### config.mk
export PLATFORM = sky130hd
export DESIGN_NAME = hazard_ctrl
export DESIGN_NICKNAME = d
export VERILOG_FILES = /design/src/rtl/hazard_ctrl.sv
export SDC_FILE = /design/constraint.sdc
export NUM_CORES = 1
export LEC_CHECK = 0
export CORE_MARGIN = 2
export CORE_UTILIZATION = 45
export DETAILED_ROUTE_END_ITERATION = 8
export PLACE_DENSITY_LB_ADDON = 0.05
export SYNTH_ARGS = -nofsm -noshare
export SYNTH_HDL_FRONTEND = slang
export SYNTH_SLANG_ARGS = --single-unit
### constraint.sdc
create_clock -name clk -period 3.66 [get_ports clk]
set_input_delay 0.549 -clock clk [delete_from_list [all_inputs] [get_ports clk]]
set_output_delay 0.549 -clock clk [all_outputs]
set_load 0.1 [all_outputs]
### src/rtl/hazard_ctrl.sv
// Pipeline hazard control: forwarding selects, load/branch stalls, MDU freeze FSM, stall counter.
// Forwarding and stall/flush are combinational; mdudoneE and stallcnt are registered.
module hazard_ctrl #(
  parameter int REGBITS    = 5,
  parameter int MDU_CYCLES = 32,
  parameter int CNTW       = 32
) (
  input  logic               clk,
  input  logic               reset,
  input  logic [REGBITS-1:0] rsD,
  input  logic [REGBITS-1:0] rtD,
  input  logic [REGBITS-1:0] rsE,
  input  logic [REGBITS-1:0] rtE,
  input  logic [REGBITS-1:0] writeregE,
  input  logic [REGBITS-1:0] writeregM,
  input  logic [REGBITS-1:0] writeregW,
  input  logic               regwriteE,
  input  logic               regwriteM,
  input  logic               regwriteW,
  input  logic               memtoregE,
  input  logic               memtoregM,
  input  logic               branchD,
  input  logic               pcsrcD,
  input  logic               mdustartE,
  output logic [1:0]         forwardAE,
  output logic [1:0]         forwardBE,
  output logic               forwardAD,
  output logic               forwardBD,
  output logic               stallF,
  output logic               stallD,
  output logic               stallE,
  output logic               flushD,
  output logic               flushE,
  output logic               flushM,
  output logic               mdudoneE,
  output logic [CNTW-1:0]    stallcnt
);

  typedef enum logic [1:0] {IDLE, BUSY, DONE} state_t;

  localparam logic [7:0] CNT_INIT = 8'(MDU_CYCLES - 2);

  state_t     state;
  logic [7:0] cnt;
  logic       lwstall;
  logic       branchstall;
  logic       mdustall;

  always_comb begin
    forwardAE = 2'b00;
    if (rsE != '0 && regwriteM && rsE == writeregM)      forwardAE = 2'b10;
    else if (rsE != '0 && regwriteW && rsE == writeregW) forwardAE = 2'b01;
    forwardBE = 2'b00;
    if (rtE != '0 && regwriteM && rtE == writeregM)      forwardBE = 2'b10;
    else if (rtE != '0 && regwriteW && rtE == writeregW) forwardBE = 2'b01;
  end

  assign forwardAD = (rsD != '0) && regwriteM && (rsD == writeregM);
  assign forwardBD = (rtD != '0) && regwriteM && (rtD == writeregM);

  assign lwstall     = memtoregE && (rtE == rsD || rtE == rtD);
  assign branchstall = branchD &&
                       ((regwriteE && (writeregE == rsD || writeregE == rtD)) ||
                        (memtoregM && (writeregM == rsD || writeregM == rtD)));

  // The IDLE-cycle stall is combinational so the op is frozen the cycle it arrives;
  // gating with reset lets the freeze drop the instant reset asserts.
  assign mdustall = reset && ((state == IDLE && mdustartE) || state == BUSY);
  assign mdudoneE = (state == DONE);

  assign stallF = lwstall || branchstall || mdustall;
  assign stallD = stallF;
  assign stallE = mdustall;
  assign flushM = mdustall;
  assign flushE = (lwstall || branchstall) && !mdustall;
  assign flushD = pcsrcD && !stallD;

  always_ff @(posedge clk or negedge reset) begin
    if (!reset) begin
      state    <= IDLE;
      cnt      <= 8'd0;
      stallcnt <= '0;
    end else begin
      case (state)
        IDLE: if (mdustartE) begin
          state <= BUSY;
          cnt   <= CNT_INIT;
        end
        BUSY: if (cnt == 8'd0) state <= DONE;
              else             cnt   <= cnt - 8'd1;
        DONE:    state <= IDLE;
        default: state <= IDLE;
      endcase
      if (stallF && stallcnt != '1) stallcnt <= stallcnt + CNTW'(1);
    end
  end

endmodule
==> impl_metrics.yaml <==
final_layout:
  area_growth_pct: 40.01
  instances_no_fill: 451
  drive_gt1_share_pct: 9.043
  diodes: 0
  final_util_pct: 65.00
  nNetsFinal: 423
route:
  drc: 0
  vias: 2373
  routed_wl_um: 6767
  wl_met3_um: 435
  drt_iter0_markers: 77
  ant_nets: 0
  drt_pass1_iterations: 4
  dr_wl_met2_um: 3027
  post_drt_via_cell_ratio: 5.262
  wl_per_cell_um: 15.00
  top_layer_used: "met4"
  wl_met1_um: 3246
cts:
  cts.sinks: 42
  clockRootBuffer: "clkbuf_8"
  numCtsBuffers: 5
  holdBufCountCts: 0
  clk_path_buf_depth: 2
  htree_levels: 2
  cts_tree: "yes"
  clk_latency_ns: 0.29
  cts_setup_buffers: 0
  cts_resized: 0
  clk_pin_slew_ns: 0.08
global_route:
  grt_max_degree: 43
  grt_pass1_wl_um: 11450
  first_global_vias: 2420
  grt_usage_pct: 21.89
  grt-ovfl-total: 0
  antenna_found_initial: 0
timing:
  final_hold_viol_count: 0
  final.setup_skew_ns: 0.01012
  post-route-period-util_pct: 86.71
  tightest_slew_ns: 0.9755
  whs_ns: 0.3643
  period_needed_ns: 3.174
  drv_slew: 0
  setup_viol: 0
  rsz0062_at_grt: "false"
  slew_headroom_pct: 34.76
  fmax_mhz: 315.1
  worst_slack_ns: 0.4865
placed_design:
  dpl.hpwl_um: 5081
  dp_slack_ns: 0.5001
  gp_congestion: 0.8357
  dp.cells: 443
  port_buffers: 89
synth:
  synth.top_cells.by_count: "xnor2_1, dfrtp_1, xor2_1, nand2_1, nand4_1"
  synth_cells: 290
  async_flop_share_pct: 100.0
  synthDistinctLibCells: 38
  ys_top_cells_by_area: "dfrtp_1, xnor2_1, xor2_1, nand4_1, nand3_1"
  yosys.area.top_type: "dfrtp_1"
  syn_area_um2: 2749
  synth_ff_type: "dfrtp_1"
  synth_fp_nets: 338
  avgSynthCellArea_um2: 9.479
  yosysMostFrequentCell: "xnor2_1"
  synthDominantCellAreaShare_pct: 38.23
  synth-seq-cells: 42
  yosysSeqAreaShare_pct: 38.23
  yosys_warnings: 0
  synth_enable_flop_cells: 0
setup_path:
  end_kind: "output pin"
  crit_slowest_cell: "clkdlybuf4s50_1"
  cp-start-kind: "input pin"
  cp.required_ns: 3.11
  critPathKind: "input pin to output pin"
  cp.arrival_ns: 2.62
  critPathBufInv: 3
  critPathTopFamily: "buffers and inverters"
  cp_max_fo: 9
  critPathMaxStageDelay_ns: 0.61
  crit_chain: "clkdlybuf4s50_1, inv_2, o221ai_1, nor4b_4, o31ai_2, nand2_2, buf_12"
floorplanning:
  io_pins: 90
  die_h_um: 82.16
  fp-row-count: 28
  die_w_um: 82.16
  coreArea_um2: 5921
  die_area_um2: 6749
  start_util_pct: 46.43
power_and_ir_drop:
  p_leak_nw: 1.552
  finalPower_mw: 1.781
  p_per_area_nw_per_um2: 462.8
  peakVddDrop_mv: 0.8958
hold_path:
  hold_path_class: "input pin to asynchronous set/reset pin"
outcome:
  outcome: "finished clean"
run:
  drv_cap: 0
worst reg2reg max path, delay by kind of cell, from the launching register on:
family / cells / cell delay [ns]
buffers and inverters: 1 / 0.24
AND/OR/NAND/NOR: 4 / 1.08
multiplexers: 1 / 0.30
adder cells (fa/ha/maj): 1 / 0.19
flip-flops: 1 / 0.43
AO/OA/AOI/OAI: 1 / 0.07
cell families (layout without fill, tap and decap cells):
family / count (synthesis) / after routing / synth area share, %
flip-flops: 42 / 42 / 38.23
XOR/XNOR: 84 / 84 / 26.76
buffers and inverters: 20 / 106 / 4.005
multiplexers: 2 / 2 / 0.8192
AND/OR/NAND/NOR: 123 / 123 / 24.22
adder cells (fa/ha/maj): 3 / 3 / 1.366
AO/OA/AOI/OAI: 16 / 16 / 4.597
cells in the final DEF (no fill, tap or decap), types with 2 or more instances in the layout:
cell type	n
nor3_1	7
nand4_1	21
and3_1	12
buf_4	8
inv_1	6
nor4_1	3
a21oi_1	3
mux2_2	2
and4_1	3
clkdlybuf4s50_1	76
or4_1	4
nand3_1	18
nor4_4	3
xor2_1	23
nor2b_1	4
buf_12	6
nor2_1	20
o22ai_1	2
ha_1	3
clkbuf_8	5
o21ai_0	3
nor4_2	2
dfrtp_1	42
xnor2_1	61
nand2_1	21
worst paths after layout:
path                               from      endpoint  slack (ns)  cells past startpoint
min                               reset  stallcnt[13]        0.36                      2
max in group asynchronous         reset  stallcnt[22]        2.92                      2
min reg2reg                    state[1]      state[1]        0.49                      1
min in group clk               state[1]      state[1]        0.49                      1
max                        writeregM[0]        stallD        0.49                      7
max reg2reg                 stallcnt[0]   stallcnt[1]        1.23                      8
registers in the layout (all words and copies together), names as in the netlist:
name / count
state: 2
stallcnt: 32
cnt: 8
power by group:
part | switching, mW | leakage [nW] | internal, mW | total [mW]
clock network | 0.162 | 0.0452 | 0.135 | 0.297
logic | 0.562 | 0.956 | 0.281 | 0.843
registers | 0.0903 | 0.552 | 0.551 | 0.641
final cells by class:
type                    instances  area [µm²]
flip-flops and latches         42        1051
repair buffers                 91       945.9
fillers                       538        2072
clock inverters                 2       13.76
inverters                       7       26.28
clock buffers                   6       72.57
well taps                      75       93.84
multi-input cells             228        1645
per-stage QoR:
stage               area [µm²]  TNS [ns]
floorplan                 2806   -0.2742
global placement          3762         0
detailed placement        3762         0
CTS                       3849         0
global route              3849         0
finish                    3849         0
layer usage:
| metal | global-route usage [%] | up-vias |
|---|---|---|
| met2 | 35.04 | 73 |
| met1 | 30.32 | 1121 |
| met5 | 0 | - |
| met3 | 4.348 | 4 |
| li1 | - | 1175 |
| met4 | 6.000 | 0 |
Note: power is estimated with default switching activity, not from simulation.
